## config.mk

```make
export PLATFORM = sky130hd
export DESIGN_NAME = bank_rf_wb_queue
export DESIGN_NICKNAME = d
export VERILOG_FILES = /design/src/rtl/bank_rf_wb_queue.sv
export SDC_FILE = /design/constraint.sdc
export NUM_CORES = 1
export LEC_CHECK = 0
export ABC_AREA = 1
export CORE_AREA = 2 2 204 206
export DETAILED_ROUTE_END_ITERATION = 8
export DIE_AREA = 0 0 206 208
export PLACE_DENSITY = 0.67
export SYNTH_ARGS = -nofsm -noshare
export SYNTH_HDL_FRONTEND = slang
export SYNTH_SLANG_ARGS = --single-unit
```

## constraint.sdc

```tcl
create_clock -name clk -period 6.2 [get_ports clk]
set_input_delay 1.55 -clock clk [delete_from_list [all_inputs] [get_ports clk]]
set_output_delay 1.55 -clock clk [all_outputs]
set_load 0.01 [all_outputs]
```

## src/rtl/bank_rf_wb_queue.sv

```systemverilog
// bank_rf_wb_queue
//
// Writeback staging queue in front of a banked 32-entry register file.
// Two commit lanes present up to two writes per cycle. Each write is sorted into
// one of two FIFOs by its destination register's bit 0 (even bank and odd bank).
// Each FIFO issues its head to its own regfile write port every cycle it is
// non-empty, so neither port ever sees two writes in one cycle.
// Writes to r0 are accepted and dropped.
//
// Ports:
//   clk, rst_n                  clock, synchronous active-low reset
//   in0_valid_i/addr_i/data_i   lane 0 (older) write request
//   in0_ready_o                 lane 0 accepted when valid & ready
//   in1_valid_i/addr_i/data_i   lane 1 (younger) write request
//   in1_ready_o                 lane 1 accepted when valid & ready
//   we0_o/wa0_o/wd0_o           even-bank write port (wa0_o[0] == 0)
//   we1_o/wa1_o/wd1_o           odd-bank write port  (wa1_o[0] == 1)
//   busy_o                      bit r set while a write to r is queued
//   empty_o                     both FIFOs empty

module bank_rf_wb_queue #(
    parameter int unsigned WIDTH = 32,
    parameter int unsigned DEPTH = 4
) (
    input  logic             clk,
    input  logic             rst_n,

    input  logic             in0_valid_i,
    input  logic [4:0]       in0_addr_i,
    input  logic [WIDTH-1:0] in0_data_i,
    output logic             in0_ready_o,

    input  logic             in1_valid_i,
    input  logic [4:0]       in1_addr_i,
    input  logic [WIDTH-1:0] in1_data_i,
    output logic             in1_ready_o,

    output logic             we0_o,
    output logic [4:0]       wa0_o,
    output logic [WIDTH-1:0] wd0_o,

    output logic             we1_o,
    output logic [4:0]       wa1_o,
    output logic [WIDTH-1:0] wd1_o,

    output logic [31:0]      busy_o,
    output logic             empty_o
);

    localparam int unsigned PtrW = (DEPTH > 1) ? $clog2(DEPTH) : 1;
    localparam int unsigned CntW = PtrW + 1;

    // Count thresholds for one and two free slots.
    localparam logic [CntW-1:0] CntOneFree = CntW'(DEPTH - 1);
    localparam logic [CntW-1:0] CntTwoFree = CntW'(DEPTH - 2);

    // Per-bank FIFO state; index 0 is the even bank, index 1 the odd bank.
    logic [CntW-1:0]  cnt_q  [2];
    logic [CntW-1:0]  cnt_d  [2];
    logic [PtrW-1:0]  rptr_q [2];
    logic [PtrW-1:0]  rptr_d [2];
    logic [PtrW-1:0]  wptr_q [2];
    logic [PtrW-1:0]  wptr_d [2];

    // Only addr[4:1] is stored; bit 0 is implied by the bank.
    logic [3:0]       addr_mem_q [2][DEPTH];
    logic [WIDTH-1:0] data_mem_q [2][DEPTH];

    logic             in0_nz;
    logic             in1_nz;
    logic             bank0;
    logic             bank1;
    logic             same_bank;
    logic             in0_rdy;
    logic             in1_rdy;
    logic             in0_push;
    logic             in1_push;
    logic [1:0]       push0_b;
    logic [1:0]       push1_b;
    logic [1:0]       pop_b;
    logic [PtrW-1:0]  wr1_idx [2];

    // Acceptance. Readiness uses registered counts only; a head popping this
    // cycle does not free a slot until the next cycle.
    always_comb begin
        in0_nz    = |in0_addr_i;
        in1_nz    = |in1_addr_i;
        bank0     = in0_addr_i[0];
        bank1     = in1_addr_i[0];
        // Lane 0 takes a slot in lane 1's bank, so lane 1 needs two free.
        same_bank = in0_valid_i && in0_nz && (bank0 == bank1);

        in0_rdy = !in0_nz || (cnt_q[bank0] <= CntOneFree);

        // Lane 1 may only be accepted alongside (or without) lane 0, never
        // ahead of it.
        in1_rdy = (!in0_valid_i || in0_rdy) &&
                  (!in1_nz ||
                   (same_bank ? (cnt_q[bank1] <= CntTwoFree)
                              : (cnt_q[bank1] <= CntOneFree)));

        // r0 writes handshake but never occupy a slot.
        in0_push = in0_valid_i && in0_rdy && in0_nz;
        in1_push = in1_valid_i && in1_rdy && in1_nz;
    end

    assign in0_ready_o = in0_rdy;
    assign in1_ready_o = in1_rdy;

    // Per-bank pointer and count update.
    always_comb begin
        for (int b = 0; b < 2; b++) begin
            push0_b[b] = in0_push && (bank0 == 1'(b));
            push1_b[b] = in1_push && (bank1 == 1'(b));
            pop_b[b]   = (cnt_q[b] != '0);

            // Lane 1 lands behind lane 0 when both hit the same bank.
            wr1_idx[b] = push0_b[b] ? (wptr_q[b] + PtrW'(1)) : wptr_q[b];

            wptr_d[b] = wptr_q[b] + PtrW'(push0_b[b]) + PtrW'(push1_b[b]);
            rptr_d[b] = rptr_q[b] + PtrW'(pop_b[b]);
            cnt_d[b]  = cnt_q[b] + CntW'(push0_b[b]) + CntW'(push1_b[b])
                      - CntW'(pop_b[b]);
        end
    end

    always_ff @(posedge clk) begin
        if (!rst_n) begin
            for (int b = 0; b < 2; b++) begin
                cnt_q[b]  <= '0;
                rptr_q[b] <= '0;
                wptr_q[b] <= '0;
            end
        end else begin
            for (int b = 0; b < 2; b++) begin
                cnt_q[b]  <= cnt_d[b];
                rptr_q[b] <= rptr_d[b];
                wptr_q[b] <= wptr_d[b];
            end
        end
    end

    // Storage is not reset: entries are qualified by the counts, and the
    // write ports are gated to zero while a bank is empty.
    always_ff @(posedge clk) begin
        for (int b = 0; b < 2; b++) begin
            if (push0_b[b]) begin
                addr_mem_q[b][wptr_q[b]] <= in0_addr_i[4:1];
                data_mem_q[b][wptr_q[b]] <= in0_data_i;
            end
            if (push1_b[b]) begin
                addr_mem_q[b][wr1_idx[b]] <= in1_addr_i[4:1];
                data_mem_q[b][wr1_idx[b]] <= in1_data_i;
            end
        end
    end

    // Issue: the head goes out every cycle its bank is non-empty and pops at
    // the same edge.
    always_comb begin
        we0_o = pop_b[0];
        wa0_o = '0;
        wd0_o = '0;
        if (pop_b[0]) begin
            wa0_o = {addr_mem_q[0][rptr_q[0]], 1'b0};
            wd0_o = data_mem_q[0][rptr_q[0]];
        end

        we1_o = pop_b[1];
        wa1_o = '0;
        wd1_o = '0;
        if (pop_b[1]) begin
            wa1_o = {addr_mem_q[1][rptr_q[1]], 1'b1};
            wd1_o = data_mem_q[1][rptr_q[1]];
        end
    end

    // Busy mask: a slot is live when its distance from the read pointer,
    // taken modulo DEPTH, is below the count.
    always_comb begin
        busy_o = '0;
        for (int b = 0; b < 2; b++) begin
            for (int i = 0; i < int'(DEPTH); i++) begin
                if ({1'b0, PtrW'(PtrW'(i) - rptr_q[b])} < cnt_q[b]) begin
                    busy_o[{addr_mem_q[b][i], 1'(b)}] = 1'b1;
                end
            end
        end
        busy_o[0] = 1'b0;
    end

    assign empty_o = (cnt_q[0] == '0) && (cnt_q[1] == '0);

endmodule

```

==> reports/qor.csv <==
stage;metric;value;unit
drt;vias;17149;
cts;cts-root-buf;clkbuf_16;
place;dp_slack;1100;ps
drt;via_per_inst;6.16;
worst_setup_path;crit_fanout;5;
logic_synthesis;ys_ff_latch;302;
worst_setup_path;startpoint_type;primary input;
cts;clk_path_buf_depth;3;
drt;antenna_left;0;
global_routing;grt_pass1_vias;16192;
floorplanning;core_area;0.0406;mm²
worst_setup_path;r2r-end;cnt_q[1][2];
cells_and_area;drive_above_1_share;5.60;%
logic_synthesis;synth.distinct_cells;41;
global_routing;grtUsageTotal;30.3;%
logic_synthesis;yosysWarnings;0;
global_routing;grt_overflow;0;
cts;insertion_delay;520;ps
logic_synthesis;synth_top_cell_by_area;edfxtp_1;
global_routing;antenna_found_initial;3;
timing;final_hold_viol_count;0;
place;port_buffers;186;
timing;period_minus_slack;4920;ps
timing;setup_viol;0;
cts;cts_tree;built;
worst_setup_path;reg2regPathDepth;14;
timing;finalWorstSetupSlack;1280;ps
cells_and_area;antenna_cells;0;
worst_setup_path;critPathRequiredTime;4650;ps
floorplanning;row_count;74;
logic_synthesis;syn_area_per_cell;8.74;µm²
cts;cts_hold_buf;0;
logic_synthesis;async_flop_share;0;%
place;hpwl;41.7;mm
timing;fin_crit_sh;79.4;%
floorplanning;die_w;206;µm
place;dpl_cell_area;0.0208;mm²
floorplanning;pin_count;189;
logic_synthesis;synth_edf_count;288;
worst_setup_path;end_kind;output port;
timing;max_slew_margin;22.8;%
timing;finClkSkew;25.1;ps
power_and_ir_drop;power;8.72;mW
logic_synthesis;synthFlopType;edfxtp_1;
cts;cts.sinks;302;
drt;drc_errors;0;
timing;worst_pin_slew;1160;ps
cells_and_area;fin_area;0.0218;mm²
power_and_ir_drop;ir_drop;0.202;mV
floorplanning;start_util;46.6;%
cts;cts_resized;0;
power_and_ir_drop;pwr_density_cell;400;mW/mm²
logic_synthesis;ys_seq_area_share;47.2;%
cells_and_area;final-instance-count-excl-fill;2784;
cells_and_area;fin_util;53.8;%
cells_and_area;final_nets;2334;
cells_and_area;syn2layout_area_growth;15.3;%
place;gp_congestion;0.919;
worst_setup_path;critPathKind;primary input to output port;
timing;setup-tns-final;0;ps
worst_setup_path;cp.arrival;3370;ps
worst_setup_path;reg2reg_from;cnt_q[0][1];
drt;routed_wl;66.0;mm
worst_hold_path;holdPathStages;2;
timing;holdWs;617;ps
logic_synthesis;synth_top_area_share;45.7;%
global_routing;grt_pass1_wl;99.5;mm
power_and_ir_drop;p_leak;7.86;nW
global_routing;grt_max_degree;145;
worst_hold_path;worstHoldStart;wptr_q[0][1];
logic_synthesis;synthTopCellsByArea;edfxtp_1 (46%), o21bai_1 (11%), nand3_1 (11%);
cts;htree_levels;2;
timing;rsz0062_at_grt;false;
floorplanning;die_area;0.0428;mm²
place;dp_cells;2725;
cts;post_cts.repair.setup_buffers;0;
run_status;status;finished clean;
worst_hold_path;hold_path.class;register to register;
timing;clock.fmax;203;MHz
drt;drtIter0Drc;2060;
worst_setup_path;reg2reg_slack;2810;ps
logic_synthesis;postSynthCellCount;2164;
cts;clk_pin_slew;60;ps
drt;drt_first_pass_iters;6;
cts;cts_buffers;35;
timing;slew_viol_final;0;
drt;wl_per_cell;23.7;µm
floorplanning;die_y;208;µm
flow_run;maxCapViolations;0;
logic_synthesis;syn_area;0.0189;mm²
worst_hold_path;hold_end;wptr_q[0][1];
[synthesized netlist by cell type, types with 6 or more instances]
master,n
a221oi_1,8
a22oi_1,69
a31oi_1,64
buf_2,90
buf_4,39
buf_6,18
clkbuf_1,52
dfxtp_1,14
edfxtp_1,288
fa_1,6
ha_1,20
inv_1,118
inv_2,15
nand2_1,494
nand3_1,413
nand4_1,18
nor2_1,74
nor3_1,15
o2111ai_1,10
o21ai_1,11
o21bai_1,288
o22ai_1,8
[where the power goes]
group	internal, mW	leakage [nW]	switching, mW
Combinational	1.45	4.61	2.71
Clock	1.13	0.511	0.826
Sequential	2.49	2.74	0.118
Total	5.07	7.86	3.65
[placed cells by master (no fill, tap or decap), types with 10 or more instances in the layout]
cell type / count
buf_4: 40
nand2_1: 494
inv_1: 118
o2111ai_1: 10
nand4_1: 18
dfxtp_1: 14
inv_2: 15
o21bai_1: 288
a22oi_1: 69
nor3_1: 14
edfxtp_1: 288
clkbuf_1: 10
clkbuf_16: 37
ha_1: 20
nand3_1: 413
nor2_1: 70
clkdlybuf4s50_1: 186
a31oi_1: 64
[worst max-delay path by stage]
stage | from | slack (ps) | endpoint
detailed placement | in1_addr_i[0] | 1100 | cnt_q[1][2]
floorplan | in0_addr_i[3] | 1580 | addr_mem_q[0][12]
global placement | in1_addr_i[0] | 1090 | cnt_q[1][2]
CTS | in0_addr_i[0] | 1270 | in1_ready_o
finish | in0_addr_i[0] | 1280 | in1_ready_o
global route | in0_addr_i[0] | 1140 | in1_ready_o
[sequential cells by signal, summed over array words and instances (netlist names)]
register    cells
data_mem_q    256
wptr_q          4
rptr_q          4
addr_mem_q     32
cnt_q           6
[metal layers]
layer | part of all wire [%] | vias up | wire length [µm] | GRT usage, %
met1 | 40 | 8207 | 26400 | 41.7
met3 | 9.3 | 156 | 6150 | 4.37
li1 | - | 7750 | - | -
met4 | 4.4 | 6 | 2880 | 13.4
met5 | 0.059 | - | 39 | 0
met2 | 46 | 1030 | 30500 | 47.5
[cell families (layout without fill, tap and decap cells)]
group | count (synthesis) | after routing | synth area share [%]
AO/OA/AOI/OAI | 467 | 467 | 18.0
other | 1 | 2 | 0.0198
buffers and inverters | 337 | 424 | 8.82
flip-flops | 302 | 302 | 47.2
XOR/XNOR | 6 | 6 | 0.278
AND/OR/NAND/NOR | 1025 | 1025 | 23.7
adder cells (fa/ha/maj) | 26 | 26 | 1.96
[final cells by class]
class	instances	area, µm²
Sequential cell	302	8930
Multi-Input combinational cell	1526	8430
Clock buffer	47	963
Clock inverter	12	81.3
Tap cell	532	666
Fill cell	3680	18800
Inverter	136	513
Timing Repair Buffer	229	2220
[critical path: stages]
cell	delay, ps
clkdlybuf4s50_1	500
nor2_1	320
nor2_1	130
nand2_2	120
a21boi_0	180
clkdlybuf4s50_1	560
(Power assumes the default switching activity.)
